## src/rtl/corr_peak_detector.sv

```systemverilog
// Preamble correlation peak detector: threshold arm, windowed max search, hold-off.
// Define CORR_PEAK_CONFIRM_EN to require a repeated peak PERIOD+-TOL samples later.
module corr_peak_detector #(
    parameter int WIDTH   = 22,
    parameter int CNT_W   = 16,
    parameter int WIN     = 16,
    parameter int HOLDOFF = 256,
    parameter int PERIOD  = 64,
    parameter int TOL     = 2
) (
    input  logic             clk,
    input  logic             rst,
    input  logic             ena,
    input  logic [WIDTH-1:0] CR_in,
    input  logic [WIDTH-1:0] threshold,
    output logic             peak_found,
    output logic [WIDTH-1:0] peak_val,
    output logic [CNT_W-1:0] peak_idx,
    output logic             busy
);

    localparam int WC_W = $clog2(WIN + 1);
    localparam int HC_W = $clog2(HOLDOFF + 1);
    localparam logic [WC_W-1:0] WIN_C  = WC_W'(WIN);
    localparam logic [HC_W-1:0] HOLD_C = HC_W'(HOLDOFF);

    if (WIN < 1 || HOLDOFF < 1 || PERIOD - TOL <= WIN) begin : g_param_err
        $error("corr_peak_detector: illegal WIN/HOLDOFF/PERIOD/TOL");
    end

    typedef enum logic [1:0] {
        IDLE,
        SEARCH,
        HOLD,
        CONFIRM
    } state_t;

    state_t           state, state_n;
    logic [CNT_W-1:0] smp_cnt;
    logic [WIDTH-1:0] max_val, max_val_n;
    logic [CNT_W-1:0] max_idx, max_idx_n;
    logic [WC_W-1:0]  win_cnt, win_n;
    logic [HC_W-1:0]  hold_cnt, hold_n;
    logic             hit;
    logic             close;
    logic             report;

`ifdef CORR_PEAK_CONFIRM_EN
    localparam logic [CNT_W-1:0] OFF_LO = CNT_W'(PERIOD - TOL);
    localparam logic [CNT_W-1:0] OFF_HI = CNT_W'(PERIOD + TOL);
    logic [CNT_W-1:0] off;
    assign off = smp_cnt - max_idx;
`endif

    assign hit  = CR_in > threshold;
    assign busy = (state != IDLE);

    always_ff @(posedge clk or negedge rst) begin
        if (!rst) state <= IDLE;
        else      state <= state_n;
    end

    always_comb begin
        state_n   = state;
        max_val_n = max_val;
        max_idx_n = max_idx;
        win_n     = win_cnt;
        hold_n    = hold_cnt;
        close     = 1'b0;
        report    = 1'b0;
        if (ena) begin
            unique case (state)
                IDLE: begin
                    if (hit) begin
                        max_val_n = CR_in;
                        max_idx_n = smp_cnt;
                        win_n     = WC_W'(1);
                        state_n   = SEARCH;
                        close     = (WIN == 1);
                    end
                end
                SEARCH: begin
                    // strict compare keeps the earliest sample on a tie
                    if (CR_in > max_val) begin
                        max_val_n = CR_in;
                        max_idx_n = smp_cnt;
                    end
                    win_n = win_cnt + WC_W'(1);
                    close = (win_n == WIN_C);
                end
                HOLD: begin
                    hold_n = hold_cnt + HC_W'(1);
                    if (hold_n == HOLD_C) state_n = IDLE;
                end
`ifdef CORR_PEAK_CONFIRM_EN
                CONFIRM: begin
                    if (hit && off >= OFF_LO && off <= OFF_HI) begin
                        report  = 1'b1;
                        state_n = HOLD;
                        hold_n  = '0;
                    end else if (off == OFF_HI) begin
                        state_n = IDLE;
                    end
                end
`endif
                default: state_n = IDLE;
            endcase
            if (close) begin
`ifdef CORR_PEAK_CONFIRM_EN
                state_n = CONFIRM;
`else
                report  = 1'b1;
                state_n = HOLD;
                hold_n  = '0;
`endif
            end
        end
    end

    always_ff @(posedge clk or negedge rst) begin
        if (!rst) begin
            smp_cnt    <= '0;
            max_val    <= '0;
            max_idx    <= '0;
            win_cnt    <= '0;
            hold_cnt   <= '0;
            peak_found <= 1'b0;
            peak_val   <= '0;
            peak_idx   <= '0;
        end else begin
            peak_found <= report;
            if (ena) smp_cnt <= smp_cnt + CNT_W'(1);
            max_val  <= max_val_n;
            max_idx  <= max_idx_n;
            win_cnt  <= win_n;
            hold_cnt <= hold_n;
            if (report) begin
                peak_val <= max_val_n;
                peak_idx <= max_idx_n;
            end
        end
    end

endmodule

```

## config.mk

```make
export PLATFORM = sky130hd
export DESIGN_NAME = corr_peak_detector
export DESIGN_NICKNAME = d
export VERILOG_FILES = /design/src/rtl/corr_peak_detector.sv
export SDC_FILE = /design/constraint.sdc
export NUM_CORES = 1
export LEC_CHECK = 0
export BUFFER_PORTS_ARGS = -buffer_cell sky130_fd_sc_hd__buf_2
export CAP_MARGIN = 30
export CELL_PAD_IN_SITES_DETAIL_PLACEMENT = 1
export CELL_PAD_IN_SITES_GLOBAL_PLACEMENT = 2
export CORE_ASPECT_RATIO = 1.2
export CORE_MARGIN = 2
export CORE_UTILIZATION = 27
export CTS_CLUSTER_DIAMETER = 60
export DETAILED_ROUTE_END_ITERATION = 6
export GPL_TIMING_DRIVEN = 0
export PLACE_DENSITY = 0.68
export SLEW_MARGIN = 20
export SYNTH_ARGS = -nofsm -noshare
export SYNTH_HDL_FRONTEND = slang
export SYNTH_SLANG_ARGS = --single-unit
```

## constraint.sdc

```tcl
create_clock -name clk -period 2.85 [get_ports clk]
set_clock_uncertainty 0.15 [all_clocks]
set_input_delay 0.285 -clock clk [delete_from_list [all_inputs] [get_ports clk]]
set_output_delay 0.285 -clock clk [all_outputs]
set_load 0.01 [all_outputs]
```

== Yosys cells after proc, flatten, opt, wreduce, memory -nomap -nowiden ==
Index checks and enable logic that the tools add are counted.

* Add/subtract/negate cells: 3
* Multipliers: 0
* Divide/modulo/power cells: 0
* Magnitude comparators: 2
* Equality and inequality tests: 8
* Shift operators: 0
* Mux-type cells: 20
* Bitwise logic cells: 0
* Reductions and logical operators: 7

{| class="wikitable"
|+ Operator list
! operator !! count
|-
| $mux W22 || 3
|-
| $mux W16 || 3
|-
| $gt A22 B22 Y1 || 2
|-
| $pmux W22 S2 || 1
|-
| $pmux W16 S2 || 1
|-
| $mux W9 || 2
|-
| $add A16 B1 Y16 const B || 1
|-
| $pmux W5 S2 || 1
|-
| $add A9 B1 Y9 const B || 1
|-
| $eq A9 B9 Y1 const B || 1
|-
| $mux W2 || 3
|-
| $ne A3 B3 Y1 const B || 2
|-
| $pmux W2 S3 || 1
|-
| $reduce_bool A2 Y1 || 3
|-
| $add A5 B1 Y5 const B || 1
|-
| $eq A5 B5 Y1 const B || 1
|-
| $mux W5 || 1
|-
| $mux W1 || 4
|-
| $ne A2 B2 Y1 const B || 2
|-
| $reduce_and A4 Y1 || 1
|-
| $reduce_and A3 Y1 || 1
|-
| $eq A2 B1 Y1 const B || 1
|-
| $eq A2 B2 Y1 const B || 1
|-
| $logic_not A2 Y1 || 1
|-
| $reduce_and A2 Y1 || 1
|}

* Register bits: 109
* Bits in latches: 0
* RAM bits: 0
* ROM bits: 0
* Input port bits: 47
* Output and inout bits: 40
* Word-level logic and storage cells: 49
* Memories kept: 0

== Longest topological paths before layout ==
Gate-level depths: netlist of the first run.

* Depth in word-level cells: 6
* Depth in mapped cells: 12
* Depth with buffers taken out: 10

== Worst setup path after synthesis of the first run ==
No wires, ideal clock.

* Path kind: register to register
* Start point: register max_val[4]
* End point: register peak_idx[13]
* Setup time: 0.125 ns
* Arrival time: 2.539 ns
* Data required time: 2.575 ns
* Setup slack: 0.036 ns
* Stages on the path, launching flop included: 12
* Path buffers: 1
* Clock period less this slack: 2.814 ns
* Cells stage by stage: dfrtp_1 -> inv_1 -> ha_1 -> a21oi_1 -> a21boi_0 -> o311ai_1 -> nand3_1 -> a211oi_1 -> o32a_1 -> buf_6 -> mux2_4 -> mux2_2

* Word-level cells in the longest chain between the ends: 4

{| class="wikitable"
|+ Ends and longest elaborated chain
! item !! line !! text
|-
| start: declaration || 40 || <nowiki>logic [WIDTH-1:0] max_val, max_val_n;</nowiki>
|-
| start signal: assignment || 133 || <nowiki>max_val <= max_val_n;</nowiki>
|-
| $gt A22 B22 Y1 || 84 || <nowiki>if (CR_in > max_val) begin</nowiki>
|-
| $mux W16 || 84 ||
|-
| $pmux W16 S2 || 72 || <nowiki>unique case (state)</nowiki>
|-
| $mux W16 || 71 || <nowiki>if (ena) begin</nowiki>
|-
| named net max_idx_n[13] || 41 || <nowiki>logic [CNT_W-1:0] max_idx, max_idx_n;</nowiki>
|-
| end signal: assignment || 139 || <nowiki>peak_idx <= max_idx_n;</nowiki>
|-
| end: declaration || 18 || <nowiki>output logic [CNT_W-1:0] peak_idx,</nowiki>
|}

The timed path passes the listed nets, and every way through them passes these cells.
A chain may end at the register's enable or synchronous reset.

== Worst setup path after layout of the first run ==
* Start point: register max_val[12]
* End point: register peak_val[20]

* Word-level cells in the longest chain between the ends: 4

{| class="wikitable"
|+ Ends and longest elaborated chain
! item !! line !! text
|-
| $gt A22 B22 Y1 || 84 ||
|-
| $mux W22 || 84 ||
|-
| $pmux W22 S2 || 72 ||
|-
| $mux W22 || 71 ||
|-
| named net max_val_n[20] || 40 ||
|-
| end signal: assignment || 138 || <nowiki>peak_val <= max_val_n;</nowiki>
|-
| end: declaration || 17 || <nowiki>output logic [WIDTH-1:0] peak_val,</nowiki>
|}

The timed path passes the listed nets, and every way through them passes these cells.

==> reports/results.ini, run 1 <==
[placed_design]
io_buffers = 85
dpl.hpwl_microns = 10990
gp_congestion = 0.7619
post-place-ws_ps = -620.5

[clock_network]
cts-root-buf = clkbuf_16
tritoncts = built
ctsHtreeMaxLevel = 3
cts_buffers = 9
clk_latency_ps = 350
clk_pin_slew_ps = 80
clk_path_buf_depth = 2
cts.sinks = 109

[critical_path]
critical_path.endpoint = peak_val[20]
cp.required_ps = 2940
rr_endpoint = peak_val[20]
crit_path_end_kind = flip-flop
crit_start = max_val[12]
critPathMaxFanout = 5
startpoint_type = flip-flop
timing.rr.start = max_val[12]
r2r_slack_ps = -140
rr_worst_depth = 11
path_class = flip-flop to flip-flop
arrival_ps = 3080

[sta]
worst_slack_ps = -140.3
setup_viol = 35
tightest_slew_ps = 583.5
fin_crit_sh = 1.049
slew_violations = 0
max_slew_margin = 0.6110
hold_viol_final = 0
period_needed_ps = 2990
hold_slack_ps = 79.36
clock.fmax_mhz = 334.4
rsz0062_at_grt = yes

[die]
die_w_microns = 137.2
initial_core_util = 0.2751
die_y_microns = 163.9
coreArea_sq_um = 20900
io_pins = 87
dieArea_sq_um = 22480
num_rows = 58

[routing]
ant_nets = 0
drt_pass1_iterations = 4
routedWlPerCell_microns = 16.32
drt_iter0_drc = 160
detail_route.vias_per_cell = 4.619
num_vias = 4273
drc_errors = 0
drt-total-wl_microns = 15100

[finish]
num_antenna_cells = 0
final_common_cell = dfrtp_1
area_delta_synth_final_pct = 27.31
layout.nets = 744
drive_gt1_frac = 0.3237
final_cell_mix = dfrtp_1 (109), buf_2 (84), nand2_1 (53)

[yosys]
yosys_warnings = 0
syn_area_sq_um = 5749
synth_edf_count = 0
synthFlopType = dfrtp_1
yosysTopAreaCell = dfrtp_1
synthTopCellsByArea = dfrtp_1 (47%), ha_1 (10%), mux2_2 (7.4%)
syn_inst = 528
yosysTopAreaCellShare = 0.4744
ys_seq_area_frac = 0.4744
async_reset_ff_frac = 1.000
synthDistinctLibCells = 43
syn_avg_cell_area_sq_um = 10.89
ys_seq_elements = 109
syn_nets = 622

[run_status]
status = finished with violations
violations = negative setup slack

[pwr]
peakVddDrop_uv = 322.5
p_leak_uw = 0.003743
p_per_area_nw_per_um2 = 830.0

[job]
max_cap_viol_count = 0

[global_routing]
grt_first_pass_wirelength_microns = 24140
antenna_found_initial = 0
grt_max_degree = 71
grtUsageTotal = 0.1393
first_global_vias = 4627
grt_overflow = 0

[min_path]
min_from = CR_in[8]
worstHoldPathType = primary input to flip-flop

## final cells by class
| cell class | count | area [sq um] |
|---|---|---|
| Buffer | 11 | 95.09 |
| Clock buffer | 9 | 225.2 |
| Clock inverter | 7 | 80.08 |
| Fill cell | 2345 | 13580 |
| Inverter | 49 | 183.9 |
| Multi-Input combinational cell | 357 | 2935 |
| Sequential cell | 109 | 2728 |
| Tap cell | 270 | 337.8 |
| Timing Repair Buffer | 113 | 734.5 |
## worst min path at each step
| stage | end | slack, ps | depth (start not counted) |
|---|---|---|---|
| floorplan | hold_cnt[0] | -160 | 0 |
| global placement | peak_val[5] | 310 | 2 |
| detailed placement | peak_val[8] | 90 | 1 |
| CTS | max_val[5] | 60 | 2 |
| global route | max_val[10] | 70 | 2 |
| finish | max_val[8] | 80 | 2 |
## worst max-delay path: stages, from the launching register on
cell	delay, ps
dfrtp_1	350
inv_1	50
ha_1	280
nand4_1	190
nor3_4	310
o311ai_4	150
nand3_2	120
a211oi_4	50
o32a_4	370
bufbuf_16	290
mux2_4	300
mux2_2	260
## power breakdown
part	leakage, uW	internal [uW]	switching, uW
registers	0.00141	1950	310
clock network	0.000148	695	615
logic	0.00219	1370	1140
total	0.00374	4010	2060
## flip-flops by register name (all words and copies together), names as in the netlist
name and cells:
peak_idx 16, hold_cnt 9, peak_val 22, max_idx 16, smp_cnt 16, peak_found 1, state 2, max_val 22
win_cnt 5
## timing repair
| item | in CTS | in global routing |
|---|---|---|
| gates cloned | 2 | 1 |
| setup buffers | 12 | 11 |
| pin swaps | 8 | 3 |
| endpoints found under the setup margin | 77 | 35 |
| resized for setup | 26 | 16 |
| hold buffers | 1 | 0 |
| hold endpoints to repair | 39 | 0 |
## cell families (layout without fill, tap and decap cells)
kind of cell | after synthesis | count (layout) | synth area share
simple gates | 135 | 135 | 0.1143
flops | 109 | 109 | 0.4744
compound gates | 82 | 82 | 0.07987
mux | 77 | 77 | 0.1597
buf+inv | 62 | 189 | 0.04505
fa+ha+maj | 47 | 47 | 0.1023
xor+xnor | 16 | 16 | 0.02438
## layer usage
| layer | share of wire | routed length (microns) | track usage |
|---|---|---|---|
| met1 | 0.45 | 6760 | 0.1760 |
| met2 | 0.52 | 7905 | 0.2454 |
| met3 | 0.016 | 237 | 0.01914 |
| met4 | 0.013 | 191 | 0.04171 |
| met5 | 0 | 0 | 0 |
## Yosys cell counts, types with 8 or more instances
cell	number
nand2_1	53
nor2_1	18
xnor2_1	9
dfrtp_1	109
o21ai_0	39
a21oi_1	25
mux2_4	20
mux2_2	38
inv_1	48
ha_1	47
clkbuf_1	8
mux2i_1	19
nand3_1	21
## through the flow
step	instances	power [uW]	utilization	setup TNS [ps]	instance area (sq um)
6_report	925	6075	0.3502	-2679	7320
5_1_grt	925	6503	0.3502	-7453	7320
4_1_cts	914	5930	0.3417	-1683	7142
3_5_place_dp	884	4250	0.3132	-31180	6546
3_3_place_gp	883	4152	0.3116	-29450	6513
2_1_floorplan	528	3645	-	0	5749
Power figures use the tool's default switching activity.
==> inputs of run 2 (changes only) <==
Settings changed: ABC_AREA set to 1, PLACE_DENSITY 0.68 to 0.74.
==> reports/results.ini, run 2 <==
[global_routing]
grt_first_pass_wirelength_microns = 38740
antenna_found_initial = 0
grt_overflow = 0
first_global_vias = 7350
grt_max_degree = 57
grtUsageTotal = 0.1733

[yosys]
synthFlopType = dfrtp_1
ys_seq_elements = 109
syn_avg_cell_area_sq_um = 6.949
syn_nets = 1148
ys_seq_area_frac = 0.3724
ys_top_cells_by_count = nand2_1 (390), nand3_1 (193), inv_1 (148)
syn_area_sq_um = 7325
synthTopCellsByArea = dfrtp_1 (37%), nand2_1 (20%), nand3_1 (13%)
async_reset_ff_frac = 1.000
synthDistinctLibCells = 32
synth_edf_count = 0
syn_inst = 1054
yosysTopAreaCellShare = 0.3724
yosysMostFrequentCell = nand2_1
yosysTopAreaCell = dfrtp_1
yosys_warnings = 0

[sta]
tightest_slew_ps = 690.4
period_needed_ps = 2632
rsz0062_at_grt = no
worst_slack_ps = 217.6
finalSetupTns_ps = 0
setup_viol = 0
hold_viol_final = 0
clock.fmax_mhz = 379.9
fin_crit_sh = 0.9236
slew_violations = 0
max_slew_margin = 0.5398

[die]
die_y_microns = 184.4
io_pins = 87
coreArea_sq_um = 26920
die_w_microns = 154.4
num_rows = 66
initial_core_util = 0.2721
dieArea_sq_um = 28470

[critical_path]
arrival_ps = 2750
cp_slowest_stage_delay_ps = 330
crit_path_end_kind = flip-flop
startpoint_type = flip-flop
critPathMaxFanout = 10
crit_top_cell = nand3_1
cpMaxStageDelayCell = dfrtp_1
crit_chain = inv_1, ha_1, nand2_1, nor2_1, nand2_1, nand3_1, nand2_1, nand3_2, buf_4, buf_4, nand3_1, nand3_1, nand3_1, nand3_1, nand2_1
path_class = flip-flop to flip-flop
cp.required_ps = 2960

[pwr]
switching_power_uw = 3105
peakVddDrop_uv = 357.0
intPower_uw = 3792
p_comb_frac = 0.489
p_leak_uw = 0.004934
p_per_area_nw_per_um2 = 809.1
power.sequential.fraction = 0.317
power.total_uw = 6897
sw_frac_of_total = 0.4502
p_clk_frac = 0.194

[placed_design]
post-place-ws_ps = 35.73
io_buffers = 85
dpl.hpwl_microns = 17230
place_inst = 1480
dpl_cell_area_sq_um = 8209
gp_congestion = 0.7782

[clock_network]
clk_pin_slew_ps = 80
ctsHtreeMaxLevel = 3
clk_latency_ps = 370
cts.sinks = 109
clk_path_buf_depth = 2
post_cts_buffers = 0
cts-root-buf = clkbuf_16
tritoncts = built
cts_buffers = 9

[finish]
drive_gt1_frac = 0.1409
num_antenna_cells = 0
final_common_cell = nand2_1
area_delta_synth_final_pct = 16.38
top_regs = max_val: 22 flops, peak_val: 22 flops
final_cell_mix = nand2_1 (390), nand3_1 (193), inv_1 (148)
layout.nets = 1246
finalNonFillerCells = 1497
design_area_sq_um = 8524

[routing]
routedWlPerCell_microns = 15.55
drc_errors = 0
drt-total-wl_microns = 23280
num_vias = 6839
drt_pass1_iterations = 4
ant_nets = 0
drt_iter0_drc = 230
detail_route.vias_per_cell = 4.568

[job]
max_cap_viol_count = 0

[min_path]
worstHoldPathType = primary input to flip-flop

[run_status]
status = complete, no violations

[run 2: changes by cell type after synthesis, sizes merged, moves of 19 or more]
cell | previous run | this run
nand2 | 53 | 401
nand3 | 21 | 195
inv | 48 | 152
mux2 | 58 | 0
buf | 5 | 34
o21ai | 40 | 13
mux2i | 19 | 0
[run 2: repair_timing]
item                       4_1_cts  5_1_grt
resized for setup                0        3
hold buffers                     1        0
setup endpoints to repair        0       12
hold endpoints to repair        53        0
[run 2: critical path: cells and delay by family, from the launching register on]
family / cells / cell delay [ps]
adder cells (fa/ha/maj): 1 / 320
buffers and inverters: 3 / 490
flip-flops: 1 / 330
AND/OR/NAND/NOR: 11 / 1230
[run 2: power by group through the flow]
stage	clock network (uW)	logic, uW	registers, uW
finish	1340	3380	2190
global route	1460	3930	2240
CTS	1390	3410	2190
detailed placement	0	3390	2210
global placement	0	3310	2200
floorplan	0	2460	2160
[run 2: area by class of cell]
cell class	count	area, sq um
Buffer	49	296.5
Clock buffer	10	229.0
Clock inverter	6	70.07
Fill cell	3425	18400
Inverter	152	570.5
Multi-Input combinational cell	744	3736
Sequential cell	109	2728
Tap cell	340	425.4
Timing Repair Buffer	87	469.2
[run 2: path summary, 6_finish.rpt]
check | startpoint | to | slack, ps | cells past startpoint
setup / recovery | max_val[5] | peak_val[1] | 220 | 15
hold / removal | ena | max_idx[15] | 130 | 3
setup reg to reg | max_val[5] | peak_val[1] | 220 | 15
hold reg to reg | peak_idx[5] | peak_idx[5] | 330 | 2
max in group asynchronous | rst | peak_val[18] | 1560 | 3
min in group asynchronous | rst | peak_val[4] | 290 | 2
[run 2: layer usage]
layer / vias up / GRT usage / routed length, microns
li1: 3487 / - / -
met1: 3264 / 0.2234 / 11240
met2: 70 / 0.3091 / 11250
met3: 18 / 0.02022 / 490
met4: 0 / 0.04333 / 296
met5: - / 0 / 0
[run 2: logic make-up after synthesis]
family                   count (synthesis)  share of synthesized area
AND/OR/NAND/NOR                        637                     0.3750
buffers and inverters                  201                     0.1175
flip-flops                             109                     0.3724
adder cells (fa/ha/maj)                 47                    0.08029
AO/OA/AOI/OAI                           38                    0.02853
XOR/XNOR                                22                    0.02631
[run 2: per-stage QoR]
step | hold slack, ps | util
after CTS | 109.3 | 0.3164
after global placement | 306.9 | 0.3037
after global routing | 127.0 | 0.3166
final | 126.3 | 0.3166
after detailed placement | 152.6 | 0.3049
after floorplan | -160.6 | -
==> inputs of run 3 (changes only) <==
Settings changed: CORE_UTILIZATION 27 to 30, PLACE_DENSITY 0.74 to 0.81, SLEW_MARGIN 20 to not set.
==> reports/results.ini, run 3 (synthesis results as in run 2) <==
[die]
io_pins = 87
initial_core_util = 0.3056
num_rows = 62
dieArea_sq_um = 25690
die_y_microns = 175.2
die_w_microns = 146.6
coreArea_sq_um = 23970

[routing]
wl_met1_microns = 10660
routedWlPerCell_microns = 14.86
drt-total-wl_microns = 21940
ant_nets = 0
wl_met3_microns = 540
num_vias = 6890
dr.max_layer_used = met4
met2_length_microns = 10500
drc_errors = 0
drt_pass1_iterations = 4
drt_iter0_drc = 171
detail_route.vias_per_cell = 4.665

[sta]
tightest_slew_ps = 619.4
slew_violations = 0
fin_crit_sh = 0.9057
clock.fmax_mhz = 387.4
max_slew_margin = 0.5871
hold_viol_final = 0
hold_slack_ps = 151.6
period_needed_ps = 2581
setup_viol = 0
rsz0062_at_grt = no

[clock_network]
clk_path_buf_depth = 2
cts_buffers = 9
tritoncts = built
ctsHtreeMaxLevel = 3
cts.sinks = 109
cts-root-buf = clkbuf_16
clk_latency_ps = 360
clk_pin_slew_ps = 80

[critical_path]
arrival_ps = 2680
r2r_slack_ps = 270
crit_chain = inv_1, ha_1, nand2_1, nor2_1, nand2_2, nor2_2, nand4_2, nand2_2, buf_6, clkbuf_4, nand2_1, nand3_1, nand3_1, nand3_1, nand2_1
critPathMaxFanout = 10
cp_slowest_stage_delay_ps = 360
cpMaxStageDelayCell = dfrtp_1
cp.required_ps = 2950
crit_path_end_kind = flip-flop
rr_worst_depth = 15
path_class = flip-flop to flip-flop
startpoint_type = flip-flop
timing.rr.start = max_val[17]
rr_endpoint = peak_val[1]

[finish]
final_cell_mix = nand2_1 (390), nand3_1 (193), inv_1 (148)
layout.nets = 1246
area_delta_synth_final_pct = 15.70
top_regs = max_val: 22 flops, peak_val: 22 flops
num_antenna_cells = 0
fillers = 3085
final-seq-area_sq_um = 2728
multi_input_area_sq_um = 3736
finalNonFillerCells = 1477
drive_gt1_frac = 0.1400
final_common_cell = nand2_1

[pwr]
p_per_area_nw_per_um2 = 797.4
p_comb_frac = 0.490
switching_power_uw = 3039
p_clk_frac = 0.187
intPower_uw = 3719
peakVddDrop_uv = 333.6
sw_frac_of_total = 0.4497
p_leak_uw = 0.004928
power.sequential.fraction = 0.323

[run_status]
status = complete, no violations

[placed_design]
place_inst = 1460
io_buffers = 85
dpl.hpwl_microns = 16410
gp_congestion = 0.7718

[global_routing]
grtUsageTotal = 0.1798
antenna_found_initial = 0
grt_max_degree = 72
grt_overflow = 0
first_global_vias = 7365
grt_first_pass_wirelength_microns = 37320

[min_path]
min_from = ena
hold_depth = 3
worstHoldPathType = primary input to flip-flop
worst_hold_path.endpoint = max_idx[15]

[job]
max_cap_viol_count = 0

==> run 3: changes by cell type in the layout (fill, tap and decap cells not counted) <==
cell,delta
inv_6,-2
buf_6,-1
bufinv_16,-1
clkbuf_1,+1
clkbuf_4,+1
clkbuf_8,+1
clkinv_2,+1
clkinvlp_4,-1
inv_8,+1
==> run 3: worst max-delay path by stage <==
stage / startpoint / to / cells past startpoint
after floorplan: max_val[17] / peak_idx[5] / 17
after global placement: rst / peak_idx[2] / 1
after detailed placement: CR_in[21] / peak_val[1] / 15
after CTS: max_val[13] / peak_val[10] / 15
after global routing: max_val[13] / peak_val[4] / 15
final: max_val[17] / peak_val[1] / 15
==> run 3: worst max-delay path: cells and delay by family, from the launching register on <==
| family | cells | cell delay (ps) |
|---|---|---|
| adder cells (fa/ha/maj) | 1 | 290 |
| buffers and inverters | 3 | 480 |
| flip-flops | 1 | 360 |
| AND/OR/NAND/NOR | 11 | 1180 |
==> run 3: through the flow <==
stage	total power [uW]	TNS [ps]	cell area, sq um	worst slack, ps	utilization
after detailed placement	5546	0	8184	76.32	0.3414
after floorplan	4625	0	7325	736.0	-
after global placement	5442	-17560	8150	-174.5	0.3400
final	6758	0	8474	268.9	0.3535
after global routing	7458	0	8474	27.60	0.3535
after CTS	6846	0	8472	223.8	0.3534
==> run 3: layout make-up <==
class | instances | area share
buffer | 49 | 0.03455
clock buffer | 12 | 0.02909
multi-input combinational | 744 | 0.4409
inverter | 152 | 0.06733
timing repair buffer | 87 | 0.05537
tap | 320 | 0.04725
sequential | 109 | 0.3219
clock inverter | 4 | 0.003691
==> run 3: repair_timing <==
action | 4_1_cts | 5_1_grt
endpoints found under the hold margin | 38 | 0
resized for setup | 0 | 1
setup endpoints to repair | 0 | 3
hold buffers | 1 | 0
buffers inserted | 0 | 0
==> run 3: power by group through the flow <==
stage	clock network, uW	registers, uW	logic (uW)
after CTS	1300	2190	3360
after floorplan	0	2160	2460
after detailed placement	0	2210	3330
final	1260	2180	3310
after global routing	1360	2240	3850
after global placement	0	2200	3240
==> run 3: layer usage <==
layer,vias to the layer above,global-route usage
li1,3481,-
met1,3310,0.2362
met2,89,0.3185
met3,10,0.01619
met4,0,0.04450
met5,-,0
